File: config.mk
export PLATFORM = sky130hd
export DESIGN_NAME = jt12_i2s_tx
export DESIGN_NICKNAME = d
export VERILOG_FILES = /design/src/rtl/jt12_snd_pkg.sv /design/src/rtl/jt12_snd_avg.sv /design/src/rtl/jt12_i2s_tx.sv
export SDC_FILE = /design/constraint.sdc
export NUM_CORES = 1
export LEC_CHECK = 0
export CORE_MARGIN = 2
export CORE_UTILIZATION = 61
export CTS_CLUSTER_DIAMETER = 100
export DETAILED_ROUTE_END_ITERATION = 7
export PLACE_DENSITY = 0.91
export SLEW_MARGIN = 20
export SYNTH_ARGS = -nofsm -noshare
export SYNTH_HDL_FRONTEND = slang
export SYNTH_SLANG_ARGS = --single-unit
File: constraint.sdc
create_clock -name clk -period 3.3 [get_ports clk]
set_clock_uncertainty 0.2 [all_clocks]
set_input_delay 0.825 -clock clk [delete_from_list [all_inputs] [get_ports clk]]
set_output_delay 0.825 -clock clk [all_outputs]
set_load 0.005 [all_outputs]
File: src/rtl/jt12_snd_pkg.sv
// jt12_snd_pkg: shared sound widths and I2S frame geometry
package jt12_snd_pkg;
   localparam int SW = 16;
   localparam int SLOTS = 32;
   // one slot is two sclk half-periods of 2^divw clocks each
   function automatic int frame_bits(input int divw);
      return divw + 1 + $clog2(SLOTS);
   endfunction
   function automatic int frame_len(input int divw);
      return 1 << frame_bits(divw);
   endfunction
endpackage

File: src/rtl/jt12_snd_avg.sv
// jt12_snd_avg: per-frame sample accumulator with floor average over 2^N samples
module jt12_snd_avg
   import jt12_snd_pkg::*;
#(
   parameter int N = 10
) (
   input  logic                 clk,
   input  logic                 rst,
   input  logic                 en,
   input  logic                 last,
   input  logic signed [SW-1:0] din,
   output logic signed [SW-1:0] hold
);
   logic signed [SW+N-1:0] acc, sum;
   assign sum = acc + (SW+N)'(din);
   // taking bits [N +: SW] of the sum is the floor shift; the result always fits SW bits
   always_ff @(posedge clk) begin
      if (rst) begin
         acc  <= '0;
         hold <= '0;
      end else if (!en) acc <= '0;
      else if (last) begin
         acc  <= '0;
         hold <= sum[N +: SW];
      end else acc <= sum;
   end
endmodule

File: src/rtl/jt12_i2s_tx.sv
// jt12_i2s_tx: averages stereo samples over one frame and sends them as I2S
module jt12_i2s_tx
   import jt12_snd_pkg::*;
#(
   parameter int DIVW = 4
) (
   input  logic                 clk,
   input  logic                 rst,
   input  logic                 en,
   input  logic signed [SW-1:0] snd_left,
   input  logic signed [SW-1:0] snd_right,
   output logic                 sclk,
   output logic                 lrclk,
   output logic                 sdata,
   output logic                 sample_stb
);
   localparam int N = frame_bits(DIVW);
   localparam logic [N-1:0] SLOT1 = N'(1 << (DIVW + 1));
   logic [N-1:0] cnt, cnt_n;
   logic last;
   logic signed [SW-1:0] hold_l, hold_r;
   logic [2*SW-1:0] shreg;
   assign cnt_n = cnt + N'(1);
   assign last = en && (&cnt);
   assign sdata = shreg[2*SW-1];
   // outputs follow the value cnt takes at this edge, so sclk falls together with the data change
   always_ff @(posedge clk) begin
      if (rst || !en) begin
         cnt        <= '0;
         shreg      <= '0;
         sclk       <= 1'b0;
         lrclk      <= 1'b0;
         sample_stb <= 1'b0;
      end else begin
         cnt        <= cnt_n;
         sclk       <= cnt_n[DIVW];
         lrclk      <= cnt_n[N-1];
         sample_stb <= last;
         if (cnt_n == SLOT1) shreg <= {hold_l, hold_r};
         else if (cnt_n[DIVW:0] == '0) shreg <= {shreg[2*SW-2:0], 1'b0};
      end
   end
   jt12_snd_avg #(.N(N)) u_avg_l (
      .clk(clk), .rst(rst), .en(en), .last(last), .din(snd_left), .hold(hold_l)
   );
   jt12_snd_avg #(.N(N)) u_avg_r (
      .clk(clk), .rst(rst), .en(en), .last(last), .din(snd_right), .hold(hold_r)
   );
endmodule

Word level (Yosys, flattened, before mapping)
Index checks and enable logic that the tools add are counted.
W data, S select, Z words.
- output and inout bits: 4
- bits in latches: 0
- bits in registers: 129
- RAM bits: 0
- logic and storage cells: 24
- ROM bits: 0
- memories kept: 0
- reductions and logical operators: 8
- add/sub/neg operators: 3
- shift-type cells: 0
- equality and inequality tests: 1
- bitwise operators: 1
- $lt $le $gt $ge: 0
- divide/modulo/power cells: 0
- multipliers: 0
- mux-type cells: 2
- operator list (cell ; number):
    $mux W32 ; 2
    $add A26 B16 Y26 ; 2
    $add A10 B1 Y10 const B ; 1
    $eq A10 B6 Y1 const B ; 1
    $reduce_and A10 Y1 ; 1
    $logic_not A5 Y1 ; 1
    $reduce_or A3 Y1 ; 1
    $reduce_and A2 Y1 ; 1
    $reduce_bool A2 Y1 ; 1
    $logic_and A1 B1 Y1 ; 1
    $logic_not A1 Y1 ; 1
    $logic_or A1 B1 Y1 ; 1
    $not A1 Y1 ; 1

Longest topological paths before layout
Gate-level depths: netlist of the first run.
- depth in word-level cells: 4
- mapped depth: 10
- mapped depth without buffers: 10

Cells and area by module
Synthesis of the first run repeated with hierarchy kept, for this count alone.
- cells, all modules: 903
- area, all modules: 7527.2 sq um
- by module, submodules not included (module ; cells an instance ; area each (sq um) ; instances):
    jt12_snd_avg (u_avg_r) ; 343 ; 2860.2 ; 1
    jt12_snd_avg (u_avg_l) ; 319 ; 2688.8 ; 1
    jt12_i2s_tx ; 241 ; 1978.1 ; 1

Worst setup path after synthesis of the first run
No wires, ideal clock.
- kind: input-to-reg
- from: input snd_right[0]
- to: register u_avg_r.hold[10]
- library setup time: 0.062 ns
- data required time: 3.038 ns
- arrival time: 2.900 ns
- buffers on the path: 0
- path slack: 0.138 ns
- stages: 10
- path through: ha_1 inv_1 fa_1 nand2b_1 a21oi_1 o21ai_1 and2_1 o41a_1 or4_1 nand3_1
- longest elaborated chain between the ends: 1
- RTL lines (item ; RTL line ; RTL):
    start: declaration ; jt12_i2s_tx.sv:11 ; input logic signed [SW-1:0] snd_right,
    $add A26 B16 Y26 ; jt12_snd_avg.sv:15 ; assign sum = acc + (SW+N)'(din);
    end signal: assignment ; jt12_snd_avg.sv:24 ; hold <= sum[N +: SW];
    end: declaration ; jt12_snd_avg.sv:12 ; output logic signed [SW-1:0] hold
No other way between the ends.
A chain may end at the register's enable or synchronous reset.

Final worst setup path of the first run
- from: input snd_right[0]
- to: register u_avg_r.hold[0]
Same word-level chain as after synthesis.

==> results of run 1 <==
sequential cells by signal, summed over array words and instances, names as in the netlist:
name / count
u_avg_r.acc: 26
u_avg_l.hold: 16
u_avg_l.acc: 26
u_avg_r.hold: 16
shreg: 32
sample_stb: 1
cnt: 9
lrclk: 1
metal layers:
metal  up-vias  wire length (um)
met5         -                 0
met4         0              1460
met3       167              2130
met2       516             10700
met1      3498              8650
li1       3380                 -
final cells by class:
type,instances,area share [%]
clock buffers,19,4.70
repair buffers,176,15.4
clock inverters,13,1.89
well taps,143,1.90
flip-flops and latches,127,27.0
multi-input cells,656,48.5
inverters,16,0.637
cells by family after synthesis:
kind of cell    count (synthesis)  synth area share (%)
compound gates                221                  20.6
xor+xnor                       53                  6.36
fa+ha+maj                      54                  9.46
buf+inv                        67                  3.67
flops                         127                  34.8
mux                            36                  5.00
simple gates                  292                  20.1
through the flow:
step	worst slack [ps]	total power, mW
after detailed placement	-440	2.68
after global placement	-389	2.64
after floorplan	138	2.22
after global routing	-99.5	4.91
after CTS	10.8	4.70
final	-70.5	4.79
worst min-delay path: cells and delay by family (launching register included):
kind	cells	cell delay, ps
flip-flops	1	310
AND/OR/NAND/NOR	2	130
cells in the final DEF (no fill, tap or decap), types with 4 or more instances in the layout:
cell type,instances
clkbuf_16,17
o21ai_2,4
a31oi_1,5
xor2_1,26
a211oi_1,39
nand4_1,11
clkinv_4,4
clkdlybuf4s50_1,38
nand3b_1,15
nand2b_1,6
xnor2_1,27
nor4_1,4
nor2b_1,12
o21ai_0,39
buf_4,135
and3_1,9
mux2i_1,35
and4_1,4
nor3b_1,7
nor2_1,112
dfxtp_1,127
nand3_1,18
o211ai_1,7
inv_1,16
a21o_1,10
nand2_1,45
or4_1,9
a21oi_1,50
nor3_1,16
and2_1,5
nand4b_1,7
o21a_1,7
o21ai_1,7
ha_1,50
o21bai_1,4
cells in the mapped netlist, types with 15 or more instances:
cell	n	share of area (%)
mux2i_1	35	4.8
xor2_1	26	3.1
ha_1	52	8.9
xnor2_1	27	3.2
clkbuf_1	41	2.1
dfxtp_1	127	35
nor2_1	112	5.8
inv_1	16	0.82
nand3_1	19	1.3
nand3b_1	15	1.5
nand2_1	45	2.3
o21ai_0	41	2.8
a211oi_1	40	4.1
a21oi_1	51	3.5
nor3_1	16	1.1
worst max path at each step:
stage / slack [ps] / cells past startpoint / startpoint / end
floorplan: 140 / 10 / snd_right[0] / u_avg_r.hold[10]
global placement: -390 / 11 / snd_right[0] / u_avg_r.hold[10]
detailed placement: -440 / 11 / snd_right[0] / u_avg_r.hold[10]
CTS: 10 / 11 / snd_right[0] / u_avg_r.hold[10]
global route: -100 / 12 / snd_right[0] / u_avg_r.hold[0]
finish: -70 / 12 / snd_right[0] / u_avg_r.hold[0]
repair_timing:
action / 4_1_cts / 5_1_grt
pin swaps: 1 / 2
setup endpoints to repair: 7 / 20
resized for setup: 6 / 15
where the power goes:
group	internal [mW]	total, mW	switching [mW]	leakage, nW
clock network	1.22	2.02	0.795	0.297
logic	0.535	1.16	0.620	2.70
registers	1.59	1.61	0.0236	1.03
total	3.35	4.79	1.44	4.02
==> results.py, run 1 <==
metrics = {
    "run_status": {
        "status": "finished, violations left",
        "violations": "setup timing",
    },
    "setup_path": {
        "endpoint_kind": "flop",
        "r2r-end": "u_avg_r.hold[0]",
        "rr_worst_depth": 11,
        "crit_chain": "clkdlybuf4s50_1, ha_2, inv_1, fa_2, nand2b_4, buf_4, a21o_1, a221oi_2, o21ai_1, nand2b_1, mux2i_1, o31ai_1",
        "cp.required_ps": 3420,
        "critPathTopFamily": "compound AO/OA/AOI/OAI gates",
        "worst-setup-path-type": "in2reg",
        "ff2ff_setup_slack_ps": 500,
        "critPathBufInv": 3,
        "cp-start-kind": "input pin",
        "crit_fanout": 2,
        "cpPeakStageDelay_ps": 490,
        "reg2reg_from": "u_avg_r.acc[0]",
        "crit_arrival_ps": 3490,
        "crit_slowest_cell": "clkdlybuf4s50_1",
    },
    "sta": {
        "worst_pin_slew_ps": 609,
        "min_period_ps": 3370,
        "finalCritPeriodShare_pct": 102,
        "drv_slew": 0,
        "slew_headroom_pct": 59.4,
        "fin_setup_tns_ps": -70.5,
        "fmax_mhz": 297,
        "hold_violations": 0,
        "setup_slack_ps": -70.5,
        "hold_slack_ps": 279,
        "finalSetupViolations": 1,
    },
    "job": {
        "drv_cap": 0,
    },
    "cells_and_area": {
        "areaGrowthSynthToFinish_pct": 29.1,
        "drive_gt1_share_pct": 19.8,
        "antenna_cells": 0,
        "finalInstanceArea_sq_um": 9420,
        "seq_area_sq_um": 2540,
        "utilization_pct": 81.5,
        "final_nets": 1083,
        "fillerInstances": 627,
        "layout.cells.non_filler": 1150,
        "multi_input_area_sq_um": 4570,
    },
    "synth": {
        "synth_edf_count": 0,
        "synthArstFlopShare_pct": 0,
        "syn_area_per_cell_sq_um": 8.59,
        "syn_inst": 850,
        "yosysSeqAreaShare_pct": 34.8,
        "synth_ff_type": "dfxtp_1",
        "synth_seq_cells": 127,
        "synth_nets": 939,
        "synth_cell_type_count": 70,
        "mappedNetlistArea_sq_um": 7300,
        "yosysWarnings": 0,
    },
    "hold_path": {
        "min_from": "u_avg_r.hold[6]",
        "hold_path_end": "u_avg_r.hold[6]",
        "hold-path-cell-count": 2,
        "hold_class": "reg2reg",
    },
    "floorplanning": {
        "rows": 39,
        "die_h_um": 113,
        "pin_count": 39,
        "start_util_pct": 63.1,
        "die-width_um": 113,
        "dieArea_sq_um": 12900,
        "coreArea_sq_um": 11600,
    },
    "cts": {
        "clkSlewWorstSetupHoldPaths_ps": 60,
        "postCtsSetupRepairBufs": 0,
        "tritoncts": "done",
        "cts_buffers": 17,
        "clock_path_buffers": 2,
        "htree_num_levels": 4,
        "cts_root_buffer": "clkbuf_16",
        "cts_hold_buf": 0,
        "worstSkewPairLatency_ps": 450,
        "clock-sinks": 127,
    },
    "global_routing": {
        "antenna_found_initial": 0,
        "met3_usage_pct": 9.56,
        "gr-usage-met2_pct": 57.1,
        "grt_pass1_wl_um": 35300,
        "grt-busiest-layer": "met2",
        "grt_max_degree": 64,
        "grt_usage_pct": 34.5,
        "grtUsageMet1_pct": 40.5,
        "overflow": 0,
        "grt_pass1_vias": 7255,
    },
    "placed_design": {
        "placed_cell_area_sq_um": 8730,
        "post-place-cells": 1118,
        "port_buffers": 38,
        "routabilityCongestion": 0.958,
        "hpwlAfterDp_um": 13000,
    },
    "routing": {
        "totalWireLength_um": 22900,
        "routedWlPerCell_um": 19.9,
        "first_pass_iters": 6,
        "vias_per_cell": 6.57,
        "ant_nets": 0,
        "vias": 7561,
        "drcViolationCount": 0,
        "drt_iter0_markers": 927,
    },
    "power_and_ir_drop": {
        "ir_drop_mv": 0.495,
        "power.density_nw_per_um2": 508,
        "p_leak_nw": 4.02,
    },
}
No activity file was read; power rests on OpenSTA's default activity.
==> run 2, diff against run 1 <==
- CORE_UTILIZATION: 61 -> 60
- PLACE_DENSITY: 0.91 -> 0.9
- SKIP_LAST_GASP: not set -> 1
==> results.py, run 2 (synthesis gave the netlist of run 1 again) <==
metrics = {
    "sta": {
        "fmax_mhz": 306,
        "hold_violations": 0,
        "slew_headroom_pct": 60.3,
        "drv_slew": 0,
        "finalCritPeriodShare_pct": 99.0,
        "rsz0062_at_grt": "yes",
        "finalSetupViolations": 0,
        "worst_pin_slew_ps": 595,
        "hold_slack_ps": 280,
        "min_period_ps": 3270,
    },
    "floorplanning": {
        "pin_count": 39,
        "die-width_um": 114,
        "dieArea_sq_um": 13100,
        "rows": 40,
        "start_util_pct": 61.0,
        "coreArea_sq_um": 12000,
        "die_h_um": 114,
    },
    "global_routing": {
        "grt_usage_pct": 32.1,
        "grt_max_degree": 64,
        "grt_pass1_vias": 7195,
        "grt_pass1_wl_um": 33500,
        "antenna_found_initial": 1,
        "overflow": 0,
    },
    "routing": {
        "drcViolationCount": 0,
        "routedWlPerCell_um": 17.5,
        "ant_nets": 0,
        "first_pass_iters": 5,
        "drt_iter0_markers": 758,
        "vias_per_cell": 6.20,
        "vias": 7207,
        "totalWireLength_um": 20300,
    },
    "setup_path": {
        "rr_worst_depth": 9,
        "reg2reg_from": "cnt[0]",
        "crit_fanout": 12,
        "crit_chain": "clkdlybuf4s50_1, ha_1, buf_4, a21oi_1, o21ai_0, nand3_1, a21oi_1, a211oi_1, buf_4, xor2_1, nor2_1",
        "crit_slowest_cell": "clkdlybuf4s50_1",
        "critPathTopFamily": "buffers and inverters",
        "ff2ff_setup_slack_ps": 550,
        "worst-setup-path-type": "in2reg",
        "critPathBufInv": 3,
        "crit_end": "u_avg_l.acc[22]",
        "cpPeakStageDelay_ps": 640,
        "crit_arrival_ps": 3380,
        "startpoint": "snd_left[15]",
        "cp-start-kind": "input pin",
        "endpoint_kind": "flop",
        "cp.required_ps": 3410,
        "cp_num_cells": 11,
        "r2r-end": "shreg[0]",
    },
    "cells_and_area": {
        "reg_top3": "shreg x32, u_avg_l.acc x26, u_avg_r.acc x26",
        "final_nets": 1090,
        "areaGrowthSynthToFinish_pct": 28.5,
        "largest_reg_flops": 32,
        "drive_gt1_share_pct": 19.5,
        "fillerInstances": 733,
        "regMostFlops": "shreg",
        "utilization_pct": 78.5,
        "final_cell_mix": "141 x buf_4, 127 x dfxtp_1, 112 x nor2_1",
        "final_common_cell": "buf_4",
    },
    "cts": {
        "clock-sinks": 127,
        "cts_root_buffer": "clkbuf_16",
        "ctsResizeCount": 0,
        "postCtsSetupRepairBufs": 0,
        "htree_num_levels": 4,
        "cts_buffers": 17,
        "clkSlewWorstSetupHoldPaths_ps": 60,
        "clock_path_buffers": 2,
        "tritoncts": "done",
        "cts_hold_buf": 0,
        "worstSkewPairLatency_ps": 430,
    },
    "job": {
        "drv_cap": 0,
    },
    "placed_design": {
        "hpwlAfterDp_um": 13500,
        "routabilityCongestion": 0.975,
        "port_buffers": 38,
    },
    "power_and_ir_drop": {
        "p_leak_nw": 4.01,
        "ir_drop_mv": 0.415,
        "power.density_nw_per_um2": 476,
    },
    "run_status": {
        "status": "completed",
    },
    "hold_path": {
        "hold_class": "reg2reg",
    },
}
## run 2: cell types whose count changed in the layout (fill, tap and decap cells not counted), moves of 2 or more
cell        change
clkinv_2        +2
o31ai_1         +2
buf_4           +6
clkinvlp_4      +2
bufinv_16       -3
o31ai_2         -2
diode_2         +2
## run 2: layout make-up
cell class,count,area [sq um],area share (%)
well taps,147,184,1.96
inverters,16,60.1,0.640
repair buffers,183,1520,16.2
multi-input cells,656,4530,48.3
clock inverters,11,83.8,0.893
clock buffers,21,460,4.91
flip-flops and latches,127,2540,27.1
diodes,2,5.00,0.0533
## run 2: metrics by stage
step / total power [mW] / setup TNS (ps) / std cells / setup WS [ps] / area [sq um]
5_1_grt: 4.62 / -93.1 / 1161 / -49.6 / 9380
4_1_cts: 4.43 / 0 / 1161 / 69.5 / 9350
6_report: 4.46 / 0 / 1163 / 32.5 / 9380
3_3_place_gp: 2.65 / -6570 / 1129 / -306 / 8800
2_1_floorplan: 2.22 / 0 / 850 / 138 / 7300
3_5_place_dp: 2.70 / -9610 / 1129 / -333 / 8800
## run 2: report_power, final
| group | switching, mW | internal, mW | leakage [nW] | total (mW) |
|---|---|---|---|---|
| logic | 0.566 | 0.537 | 2.72 | 1.10 |
| clock network | 0.742 | 1.00 | 0.256 | 1.74 |
| registers | 0.0238 | 1.59 | 1.03 | 1.62 |
| total | 1.33 | 3.13 | 4.01 | 4.46 |
## run 2: worst min-delay path by stage
stage                                from  slack (ps)               to  cells past startpoint
after floorplan                    cnt[0]         240           cnt[0]                      1
after global placement             cnt[0]         260           cnt[0]                      1
after detailed placement  u_avg_r.hold[6]         270  u_avg_r.hold[6]                      2
after CTS                 u_avg_r.hold[6]         280  u_avg_r.hold[6]                      2
after global routing               cnt[0]         310           cnt[0]                      1
final                              cnt[0]         280           cnt[0]                      1
## run 2: metal layers
layer | GRT usage, % | wire length, um
met5 | 0 | 0
met4 | 15.0 | 623
met3 | 8.10 | 1520
met2 | 52.8 | 9610
met1 | 39.6 | 8570
==> run 3, diff against run 2 <==
- CAP_MARGIN: not set -> 20
- CORE_MARGIN: 2 -> 10
- GPL_ROUTABILITY_DRIVEN: not set -> 1
==> results.py, run 3 (synthesis gave the netlist of run 1 again) <==
metrics = {
    "run_status": {
        "status": "completed",
    },
    "sta": {
        "rsz0062_at_grt": "yes",
        "finalSetupViolations": 0,
        "finalCritPeriodShare_pct": 99.3,
        "slew_headroom_pct": 59.4,
        "hold_violations": 0,
        "hold_slack_ps": 273,
        "min_period_ps": 3280,
        "fmax_mhz": 305,
        "drv_slew": 0,
        "worst_pin_slew_ps": 609,
    },
    "placed_design": {
        "routabilityCongestion": 0.965,
        "port_buffers": 38,
        "hpwlAfterDp_um": 13900,
        "placed_cell_area_sq_um": 8830,
        "post-place-cells": 1134,
    },
    "global_routing": {
        "antenna_found_initial": 0,
        "overflow": 0,
        "grtUsageMet1_pct": 29.0,
        "grt-busiest-layer": "met2",
        "grt_pass1_vias": 7253,
        "grt_usage_pct": 24.7,
        "met3_usage_pct": 6.73,
        "grt_pass1_wl_um": 33900,
        "gr-usage-met2_pct": 41.2,
        "grt_max_degree": 64,
    },
    "routing": {
        "drt_iter0_markers": 659,
        "vias_per_cell": 6.13,
        "first_pass_iters": 5,
        "ant_nets": 0,
        "totalWireLength_um": 20600,
        "drcViolationCount": 0,
        "routedWlPerCell_um": 17.6,
        "vias": 7157,
    },
    "cts": {
        "htree_num_levels": 4,
        "cts_buffers": 17,
        "cts_root_buffer": "clkbuf_16",
        "worstSkewPairLatency_ps": 430,
        "tritoncts": "done",
        "clkSlewWorstSetupHoldPaths_ps": 60,
        "clock_path_buffers": 2,
        "clock-sinks": 127,
    },
    "setup_path": {
        "crit_arrival_ps": 3380,
        "worst-setup-path-type": "in2reg",
        "crit_top_cell": "o21ai_1",
        "rr_worst_depth": 7,
        "crit_slowest_cell": "a2111oi_0",
        "cp.required_ps": 3400,
        "cpPeakStageDelay_ps": 520,
        "cp-start-kind": "input pin",
        "endpoint_kind": "flop",
        "crit_chain": "clkdlybuf4s50_1, buf_4, ha_1, a211oi_1, o21ai_1, a21boi_1, o21ai_1, a2111oi_0, nor3_1",
        "crit_fanout": 5,
    },
    "cells_and_area": {
        "layout.cells.non_filler": 1167,
        "reg_top3": "shreg x32, u_avg_l.acc x26, u_avg_r.acc x26",
        "finalInstanceArea_sq_um": 9450,
        "multi_input_area_sq_um": 4510,
        "final_nets": 1096,
        "final_common_cell": "buf_4",
        "utilization_pct": 79.0,
        "antenna_cells": 0,
        "regMostFlops": "shreg",
        "largest_reg_flops": 32,
        "drive_gt1_share_pct": 19.6,
        "areaGrowthSynthToFinish_pct": 29.5,
        "fillerInstances": 692,
        "seq_area_sq_um": 2540,
        "final_cell_mix": "148 x buf_4, 127 x dfxtp_1, 112 x nor2_1",
    },
    "power_and_ir_drop": {
        "p_leak_nw": 4.06,
        "ir_drop_mv": 0.303,
        "finalPower_mw": 4.66,
        "power.density_nw_per_um2": 493,
    },
    "job": {
        "drv_cap": 0,
    },
    "hold_path": {
        "hold-path-cell-count": 2,
        "hold_class": "reg2reg",
    },
    "floorplanning": {
        "dieArea_sq_um": 17000,
        "pin_count": 39,
        "rows": 40,
        "coreArea_sq_um": 12000,
        "start_util_pct": 61.0,
        "die_h_um": 130,
        "die-width_um": 130,
    },
}
-- run 3: changes by cell type in the layout (fill, tap and decap cells not counted), moves of 2 or more --
| cell | before | now |
|---|---|---|
| buf_4 | 141 | 148 |
| diode_2 | 2 | 0 |
| a21boi_0 | 3 | 1 |
| inv_6 | 2 | 0 |
| bufinv_16 | 0 | 3 |
| clkinv_4 | 3 | 1 |
| a21boi_1 | 1 | 3 |
-- run 3: path summary, 6_finish.rpt --
kind	startpoint	to	slack, ps
worst max-delay path	snd_right[1]	u_avg_r.hold[15]	20
worst min register to register	u_avg_r.hold[6]	u_avg_r.hold[6]	270
worst max register to register	u_avg_r.acc[6]	u_avg_r.hold[15]	590
worst min-delay path	u_avg_r.hold[6]	u_avg_r.hold[6]	270
-- run 3: per-layer routing --
layer  vias up  share of wire (%)  wire length, um
met5         -                  0                0
met4         0                3.1              628
met3        71                6.6             1350
met2       292                 47             9730
met1      3386                 43             8850
li1       3408                  -                -
-- run 3: where the power goes --
part / switching [mW] / internal [mW] / leakage, nW
Sequential: 0.0230 / 1.59 / 1.03
Combinational: 0.571 / 0.540 / 2.74
Clock: 0.707 / 1.22 / 0.286
-- run 3: worst max-delay path: cells and delay by family --
family | cells | cell delay (ps)
AOI/OAI and AO/OA | 5 | 1540
buffers and inverters | 2 | 630
adders and majority gates | 1 | 310
and+or+nand+nor | 1 | 70
-- run 3: area by class of cell --
class,count,share of cell area [%]
clock inverter,10,1.44
timing repair buffer,189,16.4
sequential,127,26.9
multi-input combinational,656,47.7
tap,147,1.95
clock buffer,22,4.91
inverter,16,0.635
-- run 3: timing repair --
item                                    in CTS  in global routing
setup buffers                                0                  1
endpoints found under the setup margin       0                 20
gates resized for setup                      0                  8
hold buffers                                 0                  0
-- run 3: metrics by stage --
step | worst slack (ps) | setup TNS, ps
after floorplan | 138 | 0
after global placement | -307 | -7250
after detailed placement | -367 | -10680
after CTS | 49.6 | 0
after global routing | -54.6 | -128
final | 21.9 | 0
